`src/rtl/adder_host_pkg.sv`:
```
// ============================================================================
// adder_host_pkg
// Shared types and default constants for the adder host sequencer.
// Revision: 1.0 - initial release
// ============================================================================
`default_nettype none

package adder_host_pkg;

    // Default operand width and WAIT-state timeout
    localparam int DEF_WIDTH   = 8;
    localparam int DEF_TIMEOUT = 15;

    // Host sequencer states
    typedef enum logic [2:0] {
        IDLE  = 3'd0,
        ISSUE = 3'd1,
        WAIT  = 3'd2,
        HOLD  = 3'd3,
        ERR   = 3'd4
    } hostst_t;

endpackage

`default_nettype wire

```
`src/rtl/host_timeout_counter.sv`:
```
// ============================================================================
// host_timeout_counter
// Cycle counter with synchronous clear, count enable and a terminal flag.
// Revision: 1.0 - initial release
// ============================================================================
`default_nettype none

module host_timeout_counter
    import adder_host_pkg::*;
#(
    parameter int TIMEOUT = DEF_TIMEOUT
) (
    input  logic clk,
    input  logic reset,
    input  logic clear,
    input  logic en,
    output logic term
);

    localparam int CW = $clog2(TIMEOUT + 1);

    logic [CW-1:0] count;

    // Count enabled cycles; clear restarts from zero and the count parks at terminal
    always_ff @(posedge clk or negedge reset) begin
        if (!reset) begin
            count <= '0;
        end else if (clear) begin
            count <= '0;
        end else if (en && !term) begin
            count <= count + CW'(1);
        end
    end

    // Terminal marks the TIMEOUT-th enabled cycle, so the owner's registered
    // reaction becomes visible exactly TIMEOUT cycles after counting began
    assign term = (count == CW'(TIMEOUT - 1));

endmodule

`default_nettype wire

```
`src/rtl/adder_host_sequencer.sv`:
```
// ============================================================================
// adder_host_sequencer
// Accepts operand sets, drives the adder datapath, issues GO, waits for ENO,
// captures the sum and presents it downstream on a valid/ready stream.
// Revision: 1.0 - initial release
// ============================================================================
`default_nettype none

module adder_host_sequencer
    import adder_host_pkg::*;
#(
    parameter int WIDTH   = DEF_WIDTH,
    parameter int SUM_W   = WIDTH + 2,
    parameter int TIMEOUT = DEF_TIMEOUT,
    parameter int CNT_W   = 8
) (
    input  logic             clk,
    input  logic             reset,
    input  logic             in_valid,
    output logic             in_ready,
    input  logic [WIDTH-1:0] in_a,
    input  logic [WIDTH-1:0] in_b,
    input  logic [WIDTH-1:0] in_c,
    input  logic [WIDTH-1:0] in_d,
    output logic [WIDTH-1:0] op_a,
    output logic [WIDTH-1:0] op_b,
    output logic [WIDTH-1:0] op_c,
    output logic [WIDTH-1:0] op_d,
    output logic             GO,
    input  logic             ENO,
    input  logic [SUM_W-1:0] sum_in,
    output logic             out_valid,
    input  logic             out_ready,
    output logic [SUM_W-1:0] out_sum,
    output logic             busy,
    output logic             err,
    output logic [CNT_W-1:0] done_cnt
);

    hostst_t state;
    logic    tmr_clear;
    logic    tmr_en;
    logic    tmr_term;

    // Timer restarts while GO is out and runs only while awaiting ENO
    assign tmr_clear = (state == ISSUE);
    assign tmr_en    = (state == WAIT);

    host_timeout_counter #(
        .TIMEOUT (TIMEOUT)
    ) u_timer (
        .clk   (clk),
        .reset (reset),
        .clear (tmr_clear),
        .en    (tmr_en),
        .term  (tmr_term)
    );

    // Sequencer FSM; every output is registered alongside the state it belongs to
    always_ff @(posedge clk or negedge reset) begin
        if (!reset) begin
            state     <= IDLE;
            op_a      <= '0;
            op_b      <= '0;
            op_c      <= '0;
            op_d      <= '0;
            out_sum   <= '0;
            done_cnt  <= '0;
            GO        <= 1'b0;
            out_valid <= 1'b0;
            err       <= 1'b0;
            busy      <= 1'b0;
            in_ready  <= 1'b1;
        end else begin
            GO <= 1'b0;
            case (state)
                IDLE: begin
                    if (in_valid) begin
                        op_a     <= in_a;
                        op_b     <= in_b;
                        op_c     <= in_c;
                        op_d     <= in_d;
                        GO       <= 1'b1;
                        busy     <= 1'b1;
                        in_ready <= 1'b0;
                        state    <= ISSUE;
                    end
                end
                ISSUE: begin
                    state <= WAIT;
                end
                WAIT: begin
                    // ENO wins over a simultaneous timeout
                    if (ENO) begin
                        out_sum   <= sum_in;
                        out_valid <= 1'b1;
                        state     <= HOLD;
                    end else if (tmr_term) begin
                        err   <= 1'b1;
                        state <= ERR;
                    end
                end
                HOLD: begin
                    if (out_ready) begin
                        done_cnt  <= done_cnt + CNT_W'(1);
                        out_valid <= 1'b0;
                        busy      <= 1'b0;
                        in_ready  <= 1'b1;
                        state     <= IDLE;
                    end
                end
                ERR: begin
                    // Terminal until reset
                    state <= ERR;
                end
                default: begin
                    state <= IDLE;
                end
            endcase
        end
    end

endmodule

`default_nettype wire

```
`config.mk`:
```
export PLATFORM = sky130hd
export DESIGN_NAME = adder_host_sequencer
export DESIGN_NICKNAME = d
export VERILOG_FILES = /design/src/rtl/adder_host_pkg.sv /design/src/rtl/host_timeout_counter.sv /design/src/rtl/adder_host_sequencer.sv
export SDC_FILE = /design/constraint.sdc
export NUM_CORES = 1
export LEC_CHECK = 0
export ABC_AREA = 1
export CORE_UTILIZATION = 47
export DETAILED_ROUTE_END_ITERATION = 7
export PLACE_DENSITY = 0.92
export SYNTH_ARGS = -nofsm -noshare
export SYNTH_HDL_FRONTEND = slang
export SYNTH_HIERARCHICAL = 1
export SYNTH_SLANG_ARGS = --single-unit
```
`constraint.sdc`:
```
create_clock -name clk -period 2.6 [get_ports clk]
set_input_delay 0.65 -clock clk [delete_from_list [all_inputs] [get_ports clk]]
set_output_delay 0.65 -clock clk [all_outputs]
set_load 0.05 [all_outputs]
```
==> results of run 1 <==
-- cell usage in the layout (no fill, tap or decap) --
cell type	instances
nor2_2	2
buf_4	2
clkbuf_8	11
a21o_1	1
nand3_2	2
dfstp_2	1
inv_1	18
inv_4	1
nor2_1	12
nand2_2	3
nand2_1	167
inv_2	2
o21ai_0	1
clkbuf_1	1
nand4_1	4
or2_2	1
o21ai_1	1
ha_1	3
dfrtp_1	61
clkinv_2	4
bufinv_16	1
buf_2	1
buf_12	1
nand3b_1	1
nand3_1	10
clkdlybuf4s50_1	100
xor2_1	2
xnor2_1	3
nor2_8	1
nor3_1	2
-- layer usage --
layer / vias to the layer above / wire length (µm) / global-route usage
met5: - / 0 / 0
met4: 0 / 66 / 0.108
met3: 8 / 279 / 0.0529
met2: 66 / 3180 / 0.381
met1: 1111 / 2650 / 0.266
li1: 1147 / - / -
-- power by group --
part / internal [mW] / switching [mW] / total, mW
registers: 1.39 / 0.301 / 1.69
logic: 0.988 / 2.13 / 3.11
clock network: 0.490 / 0.363 / 0.853
-- layout make-up --
type | count | area (µm²)
timing repair buffer | 104 | 1040
clock buffer | 12 | 155
tap | 72 | 90.1
sequential | 62 | 1550
multi-input combinational | 216 | 941
fill | 434 | 1600
clock inverter | 4 | 45.0
inverter | 22 | 86.3
-- flip-flops by register name, indices dropped and copies added, names as in the netlist --
signal	flops
busy	1
err	1
GO	1
op_c	8
op_d	8
out_sum	10
in_ready	1
u_timer/count	4
op_b	8
op_a	8
state	3
out_valid	1
done_cnt	8
-- kinds of logic after synthesis --
family	Yosys count	share of synthesized area
AND/OR/NAND/NOR	205	0.315
buffers and inverters	31	0.0665
AO/OA/AOI/OAI	3	0.00655
flip-flops	62	0.581
XOR/XNOR	5	0.0164
adder cells (fa/ha/maj)	3	0.0141
-- worst paths after layout --
path                                       from                     end  slack (ns)  depth (start not counted)
max                        in_ready$_DFFE_PN1P_                in_ready        0.30                          1
min                                       reset  out_sum[2]$_DFFE_PN0P_        0.24                          1
max reg2reg                state[1]$_DFFE_PN0P_     op_a[4]$_DFFE_PN0P_        1.13                          6
min reg2reg                in_ready$_DFFE_PN1P_    in_ready$_DFFE_PN1P_        0.46                          2
max in group asynchronous                 reset    in_ready$_DFFE_PN1P_        1.74                          2
min in group clk           in_ready$_DFFE_PN1P_    in_ready$_DFFE_PN1P_        0.46                          2
==> results.md, run 1 <==
* Status: complete, no violations
* Clock root buffer: clkbuf_8
* Worst Skew at about 0.0053 ns
* Pwr dens at between 1000 and 1500 nW/µm²
* Synth area leader: dfrtp_1
* Distinct cells, synth at 26
* Mean routed wirelength per cell at 12.6 µm
* Via/cell ratio at 4.74
* Post-CTS Resized at 0
* Postcts setup bufs at 0
* Sequential cell area fraction in the yosys report at 0.581
* Post-DRT Antenna Nets at 0
* Die Width at 77.4 µm
* Pin count of the biggest net entering global routing at 47
* Fin crit period at 2.30 ns
* Total GRT Usage at 0.224
* Crit-path leading delay family: buffers and inverters
* Hold Crit Class: in -> async
* Non-Filler Instances at 492
* IO buf count at ~100
* Post-route cell area at slightly below 4000 µm²
* Final Util at 0.710
* PnR Total Power at approximately 5.7 mW
* Most numerous cell in the Yosys netlist: nand2_1
* Critical path buffer and inverter count at 1
* Max-slew violation count at 0
* Critical path required time at a little under 2 ns
* First-pass GRT wire length at ~10,000 µm
* Vias in the first global route at approximately 2,300
* Mean Syn Cell Area at 8.65 µm²
* Worst hold slack at roughly 0.24 ns
* Die Y at around 77 µm
* First DRT Iteration DRCs at 149
* IO Pins at between 100 and 150
* Sink Count at 62
* Syn_nets at 359
* Core Box Area at 5510 µm²
* Syn. warnings at 6
* Post-synth EDFFs at 0
* Total CTS buffers at 9
* Clock latency on the worst-skew pair at between 0.3 and 0.4 ns
* Ratio of cells with drive above 1 in the final layout at 0.0786
* Hold Vio Cnt, Final at 0
* Die ar. at between 5000 and 6000 µm²
* Synthesized cell area at roughly 2700 µm²
* Initial antenna violation count at 0
* Cell Count Post-Placement at about 480
* Pre-CTS WS at around 0.63 ns
* Crit share post-route at 0.886
* Worst-margin pin slew at roughly 0.53 ns
* Antenna Cells at 0
* GRT overflow at 0
* Area Growth Syn to Fin at 46.4%
* Area share of the largest cell type after synthesis at 0.571
* Pre-antenna DRT Iters at 4
* CP Capture Type: output port
* WL final at a little over 6000 µm
* TNS Setup at 0 ns
* Placement row count at 27
* Critical path, cell by cell: clkdlybuf4s50_1
* # Max-Cap Violations at 0
* Arr. time, crit path at ~1.7 ns
* Initial Util at 0.485
* Top cells by area, synth: dfrtp_1 57%, nand2_1 23%, buf_6 3.0%
* CP Max Fanout at 2
* Maximum operating frequency at 434 MHz
* Max rail drop VDD at approximately 0.85 mV
* Most used DFF post-synth: dfrtp_1
* Ys async rst share at 1.00
* H-tree Lvls at 3
* CTS Hold Bufs at 0
* Slew margin rel. at 0.648
* Setup Crit Path Kind: reg -> out
* TritonCTS clock tree: built
* Final #Nets at 465
* Slowest cell on the critical path: clkdlybuf4s50_1
* # setup viols final at 0
* Area of placed instances at around 3700 µm²
* Top cells by count, synth: 167 x nand2_1, 61 x dfrtp_1, 18 x inv_1, 12 x nor2_1, 10 x nand3_1
* # DRC at 0
* Synthesis-stage register bit count at just over 60
* DP HPWL at between 4000 and 5000 µm
* Via count at roughly 2,300
* Lkg Pwr at between 1.5 and 2 nW
* Clk slew on worst S/H paths at about 0.070 ns
* CP max stage delay at ~0.79 ns
* Clock buffer depth at 2
* GPL Wtd Cong at between 0.7 and 0.8
* Nature of the critical path startpoint: flop
* RSZ-0062 raised after global routing: no
* Final worst setup slack at roughly 0.3 ns
* Cells after synthesis at a little over 300
No activity file was read; power rests on OpenSTA's default activity.
==> inputs of run 2 (changes only) <==
- CORE_UTILIZATION: 47 -> 25
- PLACE_DENSITY: 0.92 -> 0.58
==> run 2 against run 1 <==
Cell count rose by 13%. First-iteration DRC count fell by 59%. Sequential share of layout area fell by 0.89 points. Sequential cell count did not move.
==> results.md, run 2 (synthesis gave the netlist of run 1 again) <==
* Initial Util at 0.259
* Most common cell after layout, fill and taps aside: nand2_1
* Vias in the first global route at ~2,300
* Nature of the critical path startpoint: flop
* Via count at 2,274
* Core Box Area at ~10,000 µm²
* Sink Count at slightly above 60
* Antenna Cells at 0
* Ratio of cells with drive above 1 in the final layout at 0.0784
* Clock latency on the worst-skew pair at 0.33 ns
* GPL Wtd Cong at around 0.77
* Clk slew on worst S/H paths at roughly 0.070 ns
* First-pass GRT wire length at 10,500 µm
* H-tree Lvls at 3
* Placement row count at 37
* Setup Crit Path Kind: reg -> out
* Worst Skew at 0.00660 ns
* Fin crit period at ~2.3 ns
* TritonCTS clock tree: built
* Most frequent cells in the layout: 167 x nand2_1, 100 x clkdlybuf4s50_1, 61 x dfrtp_1, 18 x inv_1, 12 x nor2_1
* Largest register by flop count: out_sum
* Maximum operating frequency at approximately 430 MHz
* Postcts setup bufs at 0
* Pwr dens at roughly 1400 nW/µm²
* Non-Filler Instances at approximately 560
* DP HPWL at roughly 4600 µm
* WL final at 6290 µm
* Mean routed wirelength per cell at 11.3 µm
* Critical path buffer and inverter count at 1
* CTS Hold Bufs at 0
* Lkg Pwr at approximately 2 nW
* Initial antenna violation count at 0
* # fillers at about 1,100
* Die ar. at 11,100 µm²
* Arr. time, crit path at 1.66 ns
* Die Y at ~110 µm
* Area Growth Syn to Fin at 49.8%
* Hold Vio Cnt, Final at 0
* Slew margin rel. at 0.643
* Crit share post-route at 0.887
* Max reg flops at 10
* Cell Count Post-Placement at roughly 540
* Max rail drop VDD at roughly 0.55 mV
* Pre-antenna DRT Iters at 4
* Max-slew violation count at 0
* Hold Crit Class: in -> async
* Total CTS buffers at 9
* Critical path required time at roughly 2.0 ns
* Post-CTS Resized at 0
* TNS Setup at 0 ns
* # Max-Cap Violations at 0
* RSZ-0062 raised after global routing: no
* Crit-path leading delay family: buffers and inverters
* IO buf count at between 100 and 150
* Status: complete, no violations
* Slowest cell on the critical path: clkdlybuf4s50_1
* Final Util at 0.388
* Post-DRT Antenna Nets at 0
* Clock root buffer: clkbuf_8
* Via/cell ratio at just over 4
* Die Width at 105 µm
* Worst-margin pin slew at 0.535 ns
* First DRT Iteration DRCs at 61
* Clock buffer depth at 2
* Pin count of the biggest net entering global routing at 34
* # DRC at 0
* GRT overflow at 0
* Total GRT Usage at 0.121
* Final #Nets at ~470
* CP Capture Type: output port
* CP max stage delay at about 0.80 ns
* # setup viols final at 0
* Critical path, cell by cell: clkdlybuf4s50_1
* CP Max Fanout at 2
* IO Pins at 102
run 2: changes by cell type in the layout (fill, tap and decap cells not counted):
cell       before  now
clkbuf_8       11   10
buf_4           2    4
clkbuf_1        1    2
bufinv_16       1    2
buf_12          1    0
clkinv_2        4    3
run 2: final cells by class:
cell class	count	area, µm²	share of cell area
Clock buffer	12	145	0.0363
Clock inverter	4	70.1	0.0175
Inverter	22	86.3	0.0216
Multi-Input combinational cell	216	941	0.235
Sequential cell	62	1550	0.388
Tap cell	136	170	0.0425
Timing Repair Buffer	105	1040	0.259
run 2: path summary, 6_finish.rpt:
| path | start | slack, ns | endpoint | depth (start not counted) |
|---|---|---|---|---|
| max | in_ready$_DFFE_PN1P_ | 0.29 | in_ready | 1 |
| min | reset | 0.09 | op_d[6]$_DFFE_PN0P_ | 1 |
| max reg2reg | state[1]$_DFFE_PN0P_ | 1.14 | op_d[3]$_DFFE_PN0P_ | 6 |
| min reg2reg | in_ready$_DFFE_PN1P_ | 0.47 | in_ready$_DFFE_PN1P_ | 2 |
| max in group asynchronous | reset | 1.90 | in_ready$_DFFE_PN1P_ | 2 |
| min in group clk | in_ready$_DFFE_PN1P_ | 0.47 | in_ready$_DFFE_PN1P_ | 2 |
run 2: layer usage:
layer  wire length, µm  GRT usage
met1              2860      0.147
met2              3030      0.199
met3               305     0.0365
met4                93     0.0473
met5                 0          0
run 2: report_power, final:
part	switching, mW	internal, mW	total [mW]
Sequential	0.284	1.39	1.67
Clock	0.373	0.564	0.937
Combinational	2.11	0.987	3.10
Total	2.77	2.94	5.71
run 2: worst reg2reg max path, stage by stage (launching register included):
cell	delay, ns
dfrtp_1	0.44
nor2_2	0.17
nand2_2	0.11
nor2_8	0.24
buf_4	0.29
nand2_1	0.08
nand2_1	0.07
run 2: through the flow:
stage | hold WS, ns | setup slack, ns | instance area, µm² | power, mW
after CTS | 0.0752 | 0.261 | 4000 | 5.79
after global routing | 0.0697 | 0.236 | 4000 | 6.07
after global placement | 0.446 | 0.596 | 3790 | 4.78
after floorplan | 0.354 | 1.17 | 2670 | 3.81
after detailed placement | 0.446 | 0.577 | 3790 | 4.81
final | 0.0922 | 0.293 | 4000 | 5.71
==> inputs of run 3 (changes only) <==
- CORE_MARGIN: default -> 5
- PLACE_DENSITY: 0.58 -> 0.48
==> run 3 against run 2 <==
Via count decreased by 2.1%. Worst hold slack better by 0.27 ns. Critical path depth did not move. Combinational power about the same. Sequential share of layout area increased by 0.26 points. Non-clock buffer count unchanged. Largest cell class unchanged. Largest power group unchanged. Highest routed layer unchanged.
==> results.md, run 3 (synthesis gave the netlist of run 1 again) <==
* Status: complete, no violations
* CP max stage delay at 0.80 ns
* Die ar. at around 13,000 µm²
* Setup Crit Path Kind: reg -> out
* Initial Util at 0.258
* Sink Count at a little over 60
* Area of placed instances at around 3800 µm²
* # fillers at 1,080
* DP HPWL at 5130 µm
* Slew margin rel. at 0.530
* Pre-antenna DRT Iters at 4
* Ratio of cells with drive above 1 in the final layout at 0.0786
* WL final at just under 7000 µm
* CP Capture Type: output port
* Final #Nets at between 400 and 500
* Cell Count Post-Placement at between 500 and 600
* # setup viols final at 0
* Via/cell ratio at 4.00
* Nature of the critical path startpoint: flop
* Maximum operating frequency at 431 MHz
* Lkg Pwr at 1.97 nW
* Critical path required time at between 1.5 and 2 ns
* First-pass GRT wire length at 11,300 µm
* R2R Path Start: state[1]$_DFFE_PN0P_
* Placement row count at 37
* Total GRT Usage at 0.111
* Via count at 2,226
* Worst hold slack at around 0.36 ns
* Flop-to-flop setup slack at between 1 and 1.5 ns
* Critical path buffer and inverter count at 1
* Reg2reg path depth at 6
* IO Pins at between 100 and 150
* TritonCTS clock tree: built
* Die Y at around 110 µm
* PnR Total Power at between 5 and 6 mW
* Pin count of the biggest net entering global routing at 34
* GPL Wtd Cong at slightly above 0.7
* Crit-path leading delay family: buffers and inverters
* Initial antenna violation count at 0
* Crit share post-route at 0.892
* Most frequent cells in the layout: 167 x nand2_1, 100 x clkdlybuf4s50_1, 61 x dfrtp_1, 18 x inv_1, 12 x nor2_1
* Largest register by flop count: out_sum
* Hold Vio Cnt, Final at 0
* H-tree Lvls at 3
* IO buf count at about 100
* CTS Hold Bufs at 0
* RSZ-0062 raised after global routing: no
* Hold Crit Class: in -> async
* Core Box Area at 10,400 µm²
* First DRT Iteration DRCs at 45
* Clock root buffer: clkbuf_8
* Post-CTS Resized at 0
* CP Max Fanout at 2
* End of the worst register-to-register path: op_c[7]$_DFFE_PN0P_
* # Max-Cap Violations at 0
* Arr. time, crit path at roughly 1.7 ns
* Non-Filler Instances at approximately 560
* # DRC at 0
* Worst-margin pin slew at 0.705 ns
* Fin crit period at roughly 2.3 ns
* GRT overflow at 0
* Vias in the first global route at between 2,000 and 2,500
* Postcts setup bufs at 0
* Critical path, cell by cell: clkdlybuf4s50_1
* Antenna Cells at 0
* Pwr dens at 1410 nW/µm²
* Slowest cell on the critical path: clkdlybuf4s50_1
* Max rail drop VDD at 0.579 mV
* Clock latency on the worst-skew pair at about 0.33 ns
* Post-DRT Antenna Nets at 0
* Post-route cell area at a little under 4000 µm²
* Total CTS buffers at 9
* Die Width at ~110 µm
* Max reg flops at 10
* Clock buffer depth at 2
* TNS Setup at 0 ns
* Worst Skew at 0.0119 ns
* Area Growth Syn to Fin at 48.8%
* Clk slew on worst S/H paths at roughly 0.070 ns
* Most common cell after layout, fill and taps aside: nand2_1
* Max-slew violation count at 0
* Mean routed wirelength per cell at ~12 µm
run 3: cell type report:
class | instances | area (µm²) | area share
inverter | 22 | 86.3 | 0.0217
clock buffer | 11 | 141 | 0.0356
timing repair buffer | 105 | 1040 | 0.261
clock inverter | 4 | 47.5 | 0.0120
tap | 136 | 170 | 0.0428
sequential | 62 | 1550 | 0.391
multi-input combinational | 216 | 941 | 0.237
run 3: worst max-delay path by stage:
stage,startpoint,to,slack (ns),cells past startpoint
after floorplan,done_cnt[0]$_DFFE_PN0P_,done_cnt[6]$_DFFE_PN0P_,1.17,6
after global placement,in_valid,op_a[7]$_DFFE_PN0P_,0.61,6
after detailed placement,in_valid,op_c[7]$_DFFE_PN0P_,0.59,6
after CTS,in_ready$_DFFE_PN1P_,in_ready,0.25,1
after global routing,in_ready$_DFFE_PN1P_,in_ready,0.22,1
final,in_ready$_DFFE_PN1P_,in_ready,0.28,1
run 3: metrics by stage:
stage	worst slack, ns	util
after floorplan	1.17	-
after global placement	0.613	0.365
after detailed placement	0.586	0.365
after CTS	0.246	0.383
after global routing	0.216	0.383
final	0.280	0.383
run 3: report_power, final:
group          switching, mW  internal (mW)  total [mW]
Clock                  0.367          0.461       0.827
Sequential             0.295           1.39        1.68
Combinational           2.12          0.986        3.10
Total                   2.78           2.84        5.62
run 3: routing by layer:
metal  GRT usage  share of wire  vias to the layer above
li1            -              -                     1146
met1       0.138           0.45                     1021
met2       0.172           0.47                       57
met3      0.0541          0.073                        2
met4      0.0313         0.0042                        0
met5           0              0                        -
